$ cat config.mk
export PLATFORM = sky130hd
export DESIGN_NAME = i2c_txn_scheduler
export DESIGN_NICKNAME = d
export VERILOG_FILES = /design/src/rtl/i2c_txn_scheduler_pkg.sv /design/src/rtl/i2c_txn_scheduler_rr_arbiter.sv /design/src/rtl/i2c_txn_scheduler.sv
export SDC_FILE = /design/constraint.sdc
export NUM_CORES = 1
export LEC_CHECK = 0
export CAP_MARGIN = 20
export CORE_UTILIZATION = 30
export CTS_CLUSTER_SIZE = 20
export DETAILED_ROUTE_END_ITERATION = 6
export HOLD_SLACK_MARGIN = 0.1
export REMOVE_ABC_BUFFERS = 1
export SYNTH_ARGS = -nofsm -noshare
export SYNTH_HDL_FRONTEND = slang
export SYNTH_SLANG_ARGS = --single-unit
$ cat constraint.sdc
create_clock -name clk -period 5.15 [get_ports clk]
set_input_delay 1.03 -clock clk [delete_from_list [all_inputs] [get_ports clk]]
set_output_delay 1.03 -clock clk [all_outputs]
set_load 0.01 [all_outputs]
$ cat src/rtl/i2c_txn_scheduler_pkg.sv
// Shared types and constants for the i2c transaction scheduler: FSM state
// encoding, rsp_err bit positions, default timing constants and a width helper.
package i2c_txn_scheduler_pkg;

    typedef enum logic [2:0] {
        SCHED_IDLE  = 3'd0,
        SCHED_ISSUE = 3'd1,
        SCHED_WAIT  = 3'd2,
        SCHED_RESP  = 3'd3,
        SCHED_GUARD = 3'd4
    } sched_state_e;

    localparam int ERR_NACK_BIT       = 0;
    localparam int ERR_TMO_BIT        = 1;

    localparam int DEF_TIMEOUT_CYCLES = 65535;
    localparam int DEF_GUARD_CYCLES   = 256;
    localparam int DEF_MAX_RETRIES    = 2;

    // Bits needed to hold values 0..num_vals-1 (never less than one bit).
    function automatic int cnt_width(input int num_vals);
        return (num_vals > 1) ? $clog2(num_vals) : 1;
    endfunction

endpackage

$ cat src/rtl/i2c_txn_scheduler_rr_arbiter.sv
// Combinational round-robin arbiter: searches from ptr+1 (mod NUM_REQ) and
// returns the first pending request as a one-hot grant plus its index.
module rr_arbiter
    import i2c_txn_scheduler_pkg::*;
#(
    parameter int NUM_REQ = 4,
    parameter int IDX_W   = cnt_width(NUM_REQ)
) (
    input  logic [NUM_REQ-1:0] req,
    input  logic [IDX_W-1:0]   ptr,
    output logic [NUM_REQ-1:0] grant,
    output logic [IDX_W-1:0]   index,
    output logic               any
);

    function automatic logic [IDX_W-1:0] wrap_idx(input logic [IDX_W-1:0] base, input int offset);
        return IDX_W'((int'(base) + offset) % NUM_REQ);
    endfunction

    logic hit_s;

    // Scan farthest-first so the closest candidate after ptr is written last and wins.
    always_comb begin
        grant = '0;
        index = '0;
        any   = 1'b0;
        hit_s = 1'b0;
        for (int i = NUM_REQ; i >= 1; i--) begin
            hit_s = req[wrap_idx(ptr, i)];
            index = hit_s ? wrap_idx(ptr, i) : index;
            any   = any | hit_s;
        end
        grant[index] = any;
    end

endmodule

$ cat src/rtl/i2c_txn_scheduler.sv
// Round-robin scheduler sharing one i2c_master between NUM_REQ requesters,
// with per-transaction timeout and bus guard gap. Optional NACK retry: I2C_RETRY_EN.
module i2c_txn_scheduler
    import i2c_txn_scheduler_pkg::*;
#(
    parameter int NUM_REQ        = 4,
    parameter int TIMEOUT_CYCLES = DEF_TIMEOUT_CYCLES,
    parameter int GUARD_CYCLES   = DEF_GUARD_CYCLES,
    parameter int MAX_RETRIES    = DEF_MAX_RETRIES
) (
    input  logic                 clk,
    input  logic                 rst,
    input  logic [NUM_REQ-1:0]   req_valid,
    input  logic [7*NUM_REQ-1:0] req_addr,
    input  logic [NUM_REQ-1:0]   req_rw,
    input  logic [8*NUM_REQ-1:0] req_wdata,
    output logic [NUM_REQ-1:0]   req_ack,
    output logic [NUM_REQ-1:0]   rsp_valid,
    output logic [7:0]           rsp_data,
    output logic [1:0]           rsp_err,
    output logic                 busy,
    output logic                 m_start,
    output logic [6:0]           m_addr,
    output logic                 m_rw,
    output logic [7:0]           m_wdata,
    input  logic [7:0]           m_rdata,
    input  logic                 m_done,
    input  logic                 m_ack_error
);

    localparam int IDX_W = cnt_width(NUM_REQ);
    localparam int CNT_W = cnt_width((TIMEOUT_CYCLES > GUARD_CYCLES) ? TIMEOUT_CYCLES : GUARD_CYCLES);
    localparam int RTY_W = cnt_width(MAX_RETRIES + 1);
    localparam logic [CNT_W-1:0] TMO_LAST = CNT_W'(TIMEOUT_CYCLES - 1);
    localparam logic [CNT_W-1:0] GRD_LAST = CNT_W'(GUARD_CYCLES - 1);

`ifdef I2C_RETRY_EN
    localparam bit RETRY_EN = 1'b1;
`else
    localparam bit RETRY_EN = 1'b0;
`endif

    sched_state_e       state_r, state_n;
    logic [IDX_W-1:0]   rr_ptr_r, rr_ptr_n;
    logic [NUM_REQ-1:0] gnt_oh_r, gnt_oh_n;
    logic [CNT_W-1:0]   cnt_r, cnt_n;
    logic [RTY_W-1:0]   retry_cnt_r, retry_cnt_n;
    logic               retry_pend_r, retry_pend_n;
    logic               m_done_q_r;

    logic [NUM_REQ-1:0] arb_gnt_s;
    logic [IDX_W-1:0]   arb_idx_s;
    logic               arb_any_s;
    logic               done_edge_s;
    logic               retry_ok_s;

    logic [NUM_REQ-1:0] req_ack_n, rsp_valid_n;
    logic [7:0]         rsp_data_n, m_wdata_n;
    logic [1:0]         rsp_err_n;
    logic [6:0]         m_addr_n;
    logic               m_rw_n;

    rr_arbiter #(
        .NUM_REQ (NUM_REQ),
        .IDX_W   (IDX_W)
    ) u_arb (
        .req   (req_valid),
        .ptr   (rr_ptr_r),
        .grant (arb_gnt_s),
        .index (arb_idx_s),
        .any   (arb_any_s)
    );

    assign done_edge_s = m_done & ~m_done_q_r;
    assign retry_ok_s  = RETRY_EN && (retry_cnt_r < RTY_W'(MAX_RETRIES));

    // Next-state and next-output logic; every output is registered below.
    always_comb begin
        state_n      = state_r;
        rr_ptr_n     = rr_ptr_r;
        gnt_oh_n     = gnt_oh_r;
        retry_cnt_n  = retry_cnt_r;
        retry_pend_n = retry_pend_r;
        m_addr_n     = m_addr;
        m_rw_n       = m_rw;
        m_wdata_n    = m_wdata;
        req_ack_n    = '0;
        rsp_valid_n  = '0;
        rsp_data_n   = 8'h00;
        rsp_err_n    = 2'b00;
        case (state_r)
            SCHED_IDLE: begin
                if (arb_any_s) begin
                    state_n      = SCHED_ISSUE;
                    rr_ptr_n     = arb_idx_s;
                    gnt_oh_n     = arb_gnt_s;
                    req_ack_n    = arb_gnt_s;
                    m_addr_n     = req_addr[7*arb_idx_s +: 7];
                    m_rw_n       = req_rw[arb_idx_s];
                    m_wdata_n    = req_wdata[8*arb_idx_s +: 8];
                    retry_cnt_n  = '0;
                    retry_pend_n = 1'b0;
                end else begin
                    state_n = SCHED_IDLE;
                end
            end
            SCHED_ISSUE: begin
                state_n = SCHED_WAIT;
            end
            SCHED_WAIT: begin
                // A done edge takes precedence over a timeout expiring in the same cycle.
                if (done_edge_s) begin
                    if (m_ack_error && retry_ok_s) begin
                        state_n      = SCHED_GUARD;
                        retry_cnt_n  = retry_cnt_r + RTY_W'(1);
                        retry_pend_n = 1'b1;
                    end else begin
                        state_n                 = SCHED_RESP;
                        rsp_valid_n             = gnt_oh_r;
                        rsp_data_n              = (m_rw && !m_ack_error) ? m_rdata : 8'h00;
                        rsp_err_n[ERR_NACK_BIT] = m_ack_error;
                    end
                end else if (cnt_r == TMO_LAST) begin
                    state_n                = SCHED_RESP;
                    rsp_valid_n            = gnt_oh_r;
                    rsp_err_n[ERR_TMO_BIT] = 1'b1;
                end else begin
                    state_n = SCHED_WAIT;
                end
            end
            SCHED_RESP: begin
                state_n      = SCHED_GUARD;
                retry_pend_n = 1'b0;
            end
            SCHED_GUARD: begin
                if (cnt_r == GRD_LAST) begin
                    state_n      = retry_pend_r ? SCHED_ISSUE : SCHED_IDLE;
                    retry_pend_n = 1'b0;
                end else begin
                    state_n = SCHED_GUARD;
                end
            end
            default: begin
                state_n = SCHED_IDLE;
            end
        endcase
        // One shared counter: timeout in WAIT, gap length in GUARD; restarts on every state change.
        if ((state_n != state_r) || (state_r == SCHED_IDLE)) begin
            cnt_n = '0;
        end else begin
            cnt_n = cnt_r + CNT_W'(1);
        end
    end

    // State, counters and registered outputs.
    always_ff @(posedge clk) begin
        if (rst) begin
            state_r      <= SCHED_IDLE;
            rr_ptr_r     <= IDX_W'(NUM_REQ - 1);
            gnt_oh_r     <= '0;
            cnt_r        <= '0;
            retry_cnt_r  <= '0;
            retry_pend_r <= 1'b0;
            m_done_q_r   <= 1'b0;
            req_ack      <= '0;
            rsp_valid    <= '0;
            rsp_data     <= 8'h00;
            rsp_err      <= 2'b00;
            busy         <= 1'b0;
            m_start      <= 1'b0;
            m_addr       <= 7'h00;
            m_rw         <= 1'b0;
            m_wdata      <= 8'h00;
        end else begin
            state_r      <= state_n;
            rr_ptr_r     <= rr_ptr_n;
            gnt_oh_r     <= gnt_oh_n;
            cnt_r        <= cnt_n;
            retry_cnt_r  <= retry_cnt_n;
            retry_pend_r <= retry_pend_n;
            m_done_q_r   <= m_done;
            req_ack      <= req_ack_n;
            rsp_valid    <= rsp_valid_n;
            rsp_data     <= rsp_data_n;
            rsp_err      <= rsp_err_n;
            busy         <= (state_n != SCHED_IDLE);
            m_start      <= (state_n == SCHED_ISSUE);
            m_addr       <= m_addr_n;
            m_rw         <= m_rw_n;
            m_wdata      <= m_wdata_n;
        end
    end

endmodule
Yosys cells after proc, flatten, opt, wreduce, memory -nomap -nowiden
Index checks and enable logic that the tools add are counted.
{ "classes": {"addsub": 5, "multipliers": 1, "n_reduce_logical": 15, "bitwise": 11, "n_lt_le_gt_ge": 6, "eq_ne": 10, "shift": 2, "n_mux": 28} }
{ "ops": {"columns": ["operator", "count"], "rows": [
  ["$shiftx A32 B6 Y8", 1],
  ["$shiftx A28 B6 Y7", 1],
  ["$add A16 B1 Y16 const B", 1],
  ["$eq A16 B16 Y1 const B", 1],
  ["$eq A16 B8 Y1 const B", 1],
  ["$lt A2 B3 Y1 const B", 5],
  ["$pmux W3 S5", 1],
  ["$mux W1", 13],
  ["$bmux W1 S2", 5],
  ["$reduce_or A3 Y1", 3],
  ["$mux W2", 4],
  ["$mux W4", 2],
  ["$eq A3 B1 Y1 const B", 2],
  ["$eq A3 B2 Y1 const B", 2],
  ["$not A1 Y1", 6],
  ["$reduce_bool A3 Y1", 2],
  ["$mul A3 B2 Y5 const A", 1],
  ["$add A2 B1 Y2 const B", 2],
  ["$add A2 B2 Y2 const B", 2],
  ["$and A4 B4 Y4", 1],
  ["$ne A2 B2 Y1 const B", 2],
  ["$reduce_or A2 Y1", 2],
  ["$reduce_or A4 Y1", 1],
  ["$eq A3 B3 Y1 const B", 1],
  ["other kinds (13)", 16]
]} }
{ "totals": {"wordCells": 94, "input_bits": 80, "ff_bits": 63, "out_inout_bits": 36} }

Longest topological paths before layout
{ "depth": {"depth_word": 12, "depth_mapped": 8, "mapped_depth_nobuf": 6} }

Modules after synthesis
A second synthesis with hierarchy kept.
{ "unflattened": {"hier_cells": 306, "area_unflattened_um2": 2884.0} }
{ "by_module_without_submodules": {"columns": ["module", "area_each_um2", "seq_area_each_um2", "cells_per_inst", "instances"], "rows": [
  ["i2c_txn_scheduler", 2636.3, 1241.2, 272, 1],
  ["rr_arbiter", 247.7, 0.0, 34, 1]
]} }

Worst setup path after synthesis
OpenSTA, ideal clock, no wires.
{ "synth_timing": {"path_kind": "input -> register", "from": "in req_valid[1]", "to": "reg m_addr[0]", "arrival_ps": 2321, "slack_ps": 2701, "n_path_buf": 2, "stages": 7, "t_required_ps": 5022, "cell_sequence": "buf_2 -> or2_1 -> a22o_1 -> a221o_1 -> buf_2 -> o21ai_0 -> a21oi_1"} }
{ "synth_via": {"elab_chain_cells": 8} }
{ "synth_rtl": {"columns": ["item", "line_no", "rtl"], "rows": [
  ["start: declaration", "i2c_txn_scheduler.sv:13", "input logic [NUM_REQ-1:0] req_valid,"],
  ["$bmux W1 S2", "i2c_txn_scheduler_rr_arbiter.sv:29", "hit_s = req[wrap_idx(ptr, i)];"],
  ["$mux W1 (implied by the code)", "i2c_txn_scheduler_rr_arbiter.sv:29", null],
  ["$mux W2 (4 in a row)", "i2c_txn_scheduler_rr_arbiter.sv:30", "index = hit_s ? wrap_idx(ptr, i) : index;"],
  ["$mul A3 B2 Y5", "i2c_txn_scheduler.sv:98", "m_addr_n = req_addr[7*arb_idx_s +: 7];"],
  ["$shiftx A28 B6 Y7", "i2c_txn_scheduler.sv:98", null],
  ["end signal: assignment", "i2c_txn_scheduler.sv:188", "m_addr <= m_addr_n;"],
  ["end: declaration", "i2c_txn_scheduler.sv:23", "output logic [6:0] m_addr,"]
]} }
Parallel ways exist; a longest one is shown, timed or not. The select of a mux whose other input is x is not followed.
A chain may end at the register's enable or synchronous reset.

Worst setup path after layout
{ "layout_timing": {"from": "in req_valid[3]", "to": "reg m_wdata[3]"} }
{ "layout_via": {"elab_chain_cells": 7} }
{ "layout_rtl": {"columns": ["item", "line_no", "rtl"], "rows": [
  ["$bmux W1 S2", "i2c_txn_scheduler_rr_arbiter.sv:29", null],
  ["$mux W1 (implied by the code)", "i2c_txn_scheduler_rr_arbiter.sv:29", null],
  ["$mux W2 (4 in a row)", "i2c_txn_scheduler_rr_arbiter.sv:30", null],
  ["$shiftx A32 B6 Y8", "i2c_txn_scheduler.sv:100", "m_wdata_n = req_wdata[8*arb_idx_s +: 8];"],
  ["end signal: assignment", "i2c_txn_scheduler.sv:190", "m_wdata <= m_wdata_n;"],
  ["end: declaration", "i2c_txn_scheduler.sv:25", "output logic [7:0] m_wdata,"]
]} }
Parallel ways exist; a longest one is shown, timed or not. The select of a mux whose other input is x is not followed.

==> impl_metrics.toml <==
[power]
switchingPower_uw = 648
pwr-share-clk = 0.254
p_leak_uw = 0.00162
p_seq_frac = 0.351
internal_power_uw = 1220
netSwitchingFraction = 0.348
p_per_area_nw_per_um2 = 426
comb_power_share = 0.395
ir_drop_mv = 0.194

[cells_and_area]
fillers = 894
layout-drive-gt1-share = 0.0649
finalInstanceArea_um2 = 4380
area_growth_syn_to_layout_pct = 50.2
nets = 524
num_antenna_cells = 0

[sta]
finalSetupViolCount = 0
tightest_slew_ns = 1.05
slew_violations = 0
rsz0062_at_grt = "false"
tns_ns = 0
finClkSkew_ns = 0.00412
timing.final.crit_period_ns = 3.07
fin_crit_sh = 0.596
max_freq_mhz = 326
hold_viol_final = 0
max_slew_margin = 0.300

[min_path]
worst_hold_path_type = "register to register"

[route]
drtIter0Drc = 96
num_vias = 2823
ant_nets = 0
routed_wl_mm = 8.07
drc = 0
wl_per_cell_um = 14.0
dr.pass1.iters = 4
via_per_inst = 4.90

[synthesis]
ys_ff_latch = 62
synth_area_um2 = 2920
synth_flop_cell = "dfxtp_1"
ys_seq_area_frac = 0.425
synth.area.top_cells = "dfxtp_1, a21oi_1, a221oi_1, and3_1, a21boi_0"
yosysUniqueCellTypes = 52
synth_largest_area_cell = "dfxtp_1"
synth_area_per_cell_um2 = 8.61
synthArstFlopShare = 0
syn_inst = 339
synth_top_area_share = 0.425
synth-edff-count = 0
yosysWarningCount = 0

[floorplanning]
initial_core_util = 0.313
die_area_um2 = 10100
die_w_um = 101
pin_count = 116
fp.dieH_um = 101
rows = 35
coreArea_um2 = 9330

[worst_setup_path]
arrival_ns = 3.31
required_ns = 5.38
path_max_fanout = 22
worstSetupPathType = "primary input to register"
crit_path_end_kind = "register"
startpoint_type = "primary input"

[global_routing]
globalRouteMet3Util = 0.0437
grt.total_usage = 0.155
grt-busiest-layer = "met2"
first_global_vias = 2566
grt_util_met2 = 0.252
grt_max_degree = 34
grt_remaining_overflow = 0
met1_usage = 0.189
grt_antenna_before_repair = 0
grt_pass1_wl_mm = 12.2

[clock_tree]
hold_buffers = 0
cts_tree = "built"
cts_setup_buffers = 0
cts_sinks = 62
path_clk_slew_ns = 0.07
htree_levels = 3
insertion_delay_ns = 0.34
clockBufferDepth = 2
root_buffer = "clkbuf_8"
cts_resized = 0
cts_buffers = 9

[run_status]
status = "complete, no violations"

[placement]
dpl_cell_area_um2 = 4140
place_congestion = 0.752
dp_hpwl_mm = 5.77
portBuffers = 115

[run]
drv_cap = 0
==> final timing paths <==
path	from	to	slack [ns]	cells past startpoint
setup reg to reg	rr_ptr_r[1]$_SDFFE_PP1N_	m_wdata[3]$_SDFFE_PP0N_	2.84	5
hold / removal	gnt_oh_r[3]$_SDFFE_PP0N_	gnt_oh_r[3]$_SDFFE_PP0N_	0.46	2
hold reg to reg	gnt_oh_r[3]$_SDFFE_PP0N_	gnt_oh_r[3]$_SDFFE_PP0N_	0.46	2
setup / recovery	req_valid[3]	m_wdata[3]$_SDFFE_PP0N_	2.08	6
==> logic make-up (layout without fill, tap and decap cells) <==
logic type                 after synthesis  in the layout  synth area share
AOI/OAI and AO/OA                      109            109             0.248
xor gates and xnor gates                15             15            0.0450
adders and majority gates                2              2           0.00857
buffers and inverters                   33            141            0.0480
DFF                                     62             62             0.425
muxes                                    2              2           0.00686
and+or+nand+nor                        116            116             0.218
==> critical path, cell delays in order <==
cell	delay, ns
clkdlybuf4s50_1	0.73
nor4_4	0.13
or4_1	0.79
a31oi_1	0.27
o21ai_0	0.11
o221a_2	0.25
==> cell usage after synthesis, types with 2 or more instances <==
cell,number
a21boi_0,16
a21oi_1,39
a221o_1,2
a221oi_1,15
a2bb2oi_1,2
a31oi_1,2
and2_1,14
and3_1,21
buf_2,10
clkbuf_1,15
dfxtp_1,62
ha_1,2
inv_1,5
mux2i_1,2
nand2_1,15
nand2b_1,3
nand3_1,8
nand4_1,3
nor2_1,24
nor2b_1,6
nor3_1,6
nor4_1,6
o211ai_1,2
o21a_1,3
o21ai_0,16
xnor2_1,7
xor2_1,8
==> flip-flops by register name (all words and copies together), names as in the netlist <==
register and count:
m_wdata 8, rsp_data 8, rsp_valid 4, m_addr 7, m_done_q_r 1, gnt_oh_r 4
rsp_err 2, cnt_r 16, m_start 1, req_ack 4, m_rw 1, state_r 3
busy 1, rr_ptr_r 2
==> cell usage in the layout (no fill, tap or decap), types with 2 or more instances in the layout <==
cell,instances
a31oi_1,2
a21boi_0,16
a221oi_1,15
xnor2_1,7
ha_1,2
nor4_1,6
inv_1,5
nand2_1,15
a21oi_1,39
nor2b_1,6
nor2_1,24
o21ai_0,16
and2_1,14
clkinvlp_4,2
clkdlybuf4s50_1,115
clkbuf_8,9
bufinv_16,2
o211ai_1,2
nand4_1,3
and3_1,21
nor3_1,6
mux2i_1,2
o21a_1,3
a221o_1,2
xor2_1,8
dfxtp_1,62
nand2b_1,3
nand3_1,8
==> stage by stage <==
stage          worst slack (ns)  total power (µW)  utilization  hold WS (ns)  std cells
2_1_floorplan              2.19              1060            -         0.426        312
3_3_place_gp               1.65              1380        0.443         0.449        557
3_5_place_dp               1.60              1390        0.443         0.448        557
4_1_cts                    1.97              1870        0.467         0.458        573
5_1_grt                    1.79              1990        0.470         0.488        576
6_report                   2.08              1870        0.470         0.455        576
==> metal layers <==
metal / vias up / wire length, µm
met2: 98 / 3800
met5: - / 0
met1: 1277 / 3520
met3: 20 / 548
li1: 1428 / -
met4: 0 / 201
==> power groups by stage <==
stage | logic [µW] | clock network, µW | registers, µW
floorplan | 384 | 0 | 676
global placement | 715 | 0 | 665
detailed placement | 722 | 0 | 664
CTS | 728 | 487 | 654
global route | 812 | 509 | 668
finish | 737 | 474 | 654
==> area by class of cell <==
cell class	count	area, µm²	area share
Clock inverter	7	97.6	0.0223
Timing Repair Buffer	119	1180	0.270
Multi-Input combinational cell	244	1550	0.354
Clock buffer	9	124	0.0283
Tap cell	129	161	0.0368
Sequential cell	62	1240	0.283
Inverter	6	22.5	0.00514
(Power assumes the default switching activity.)
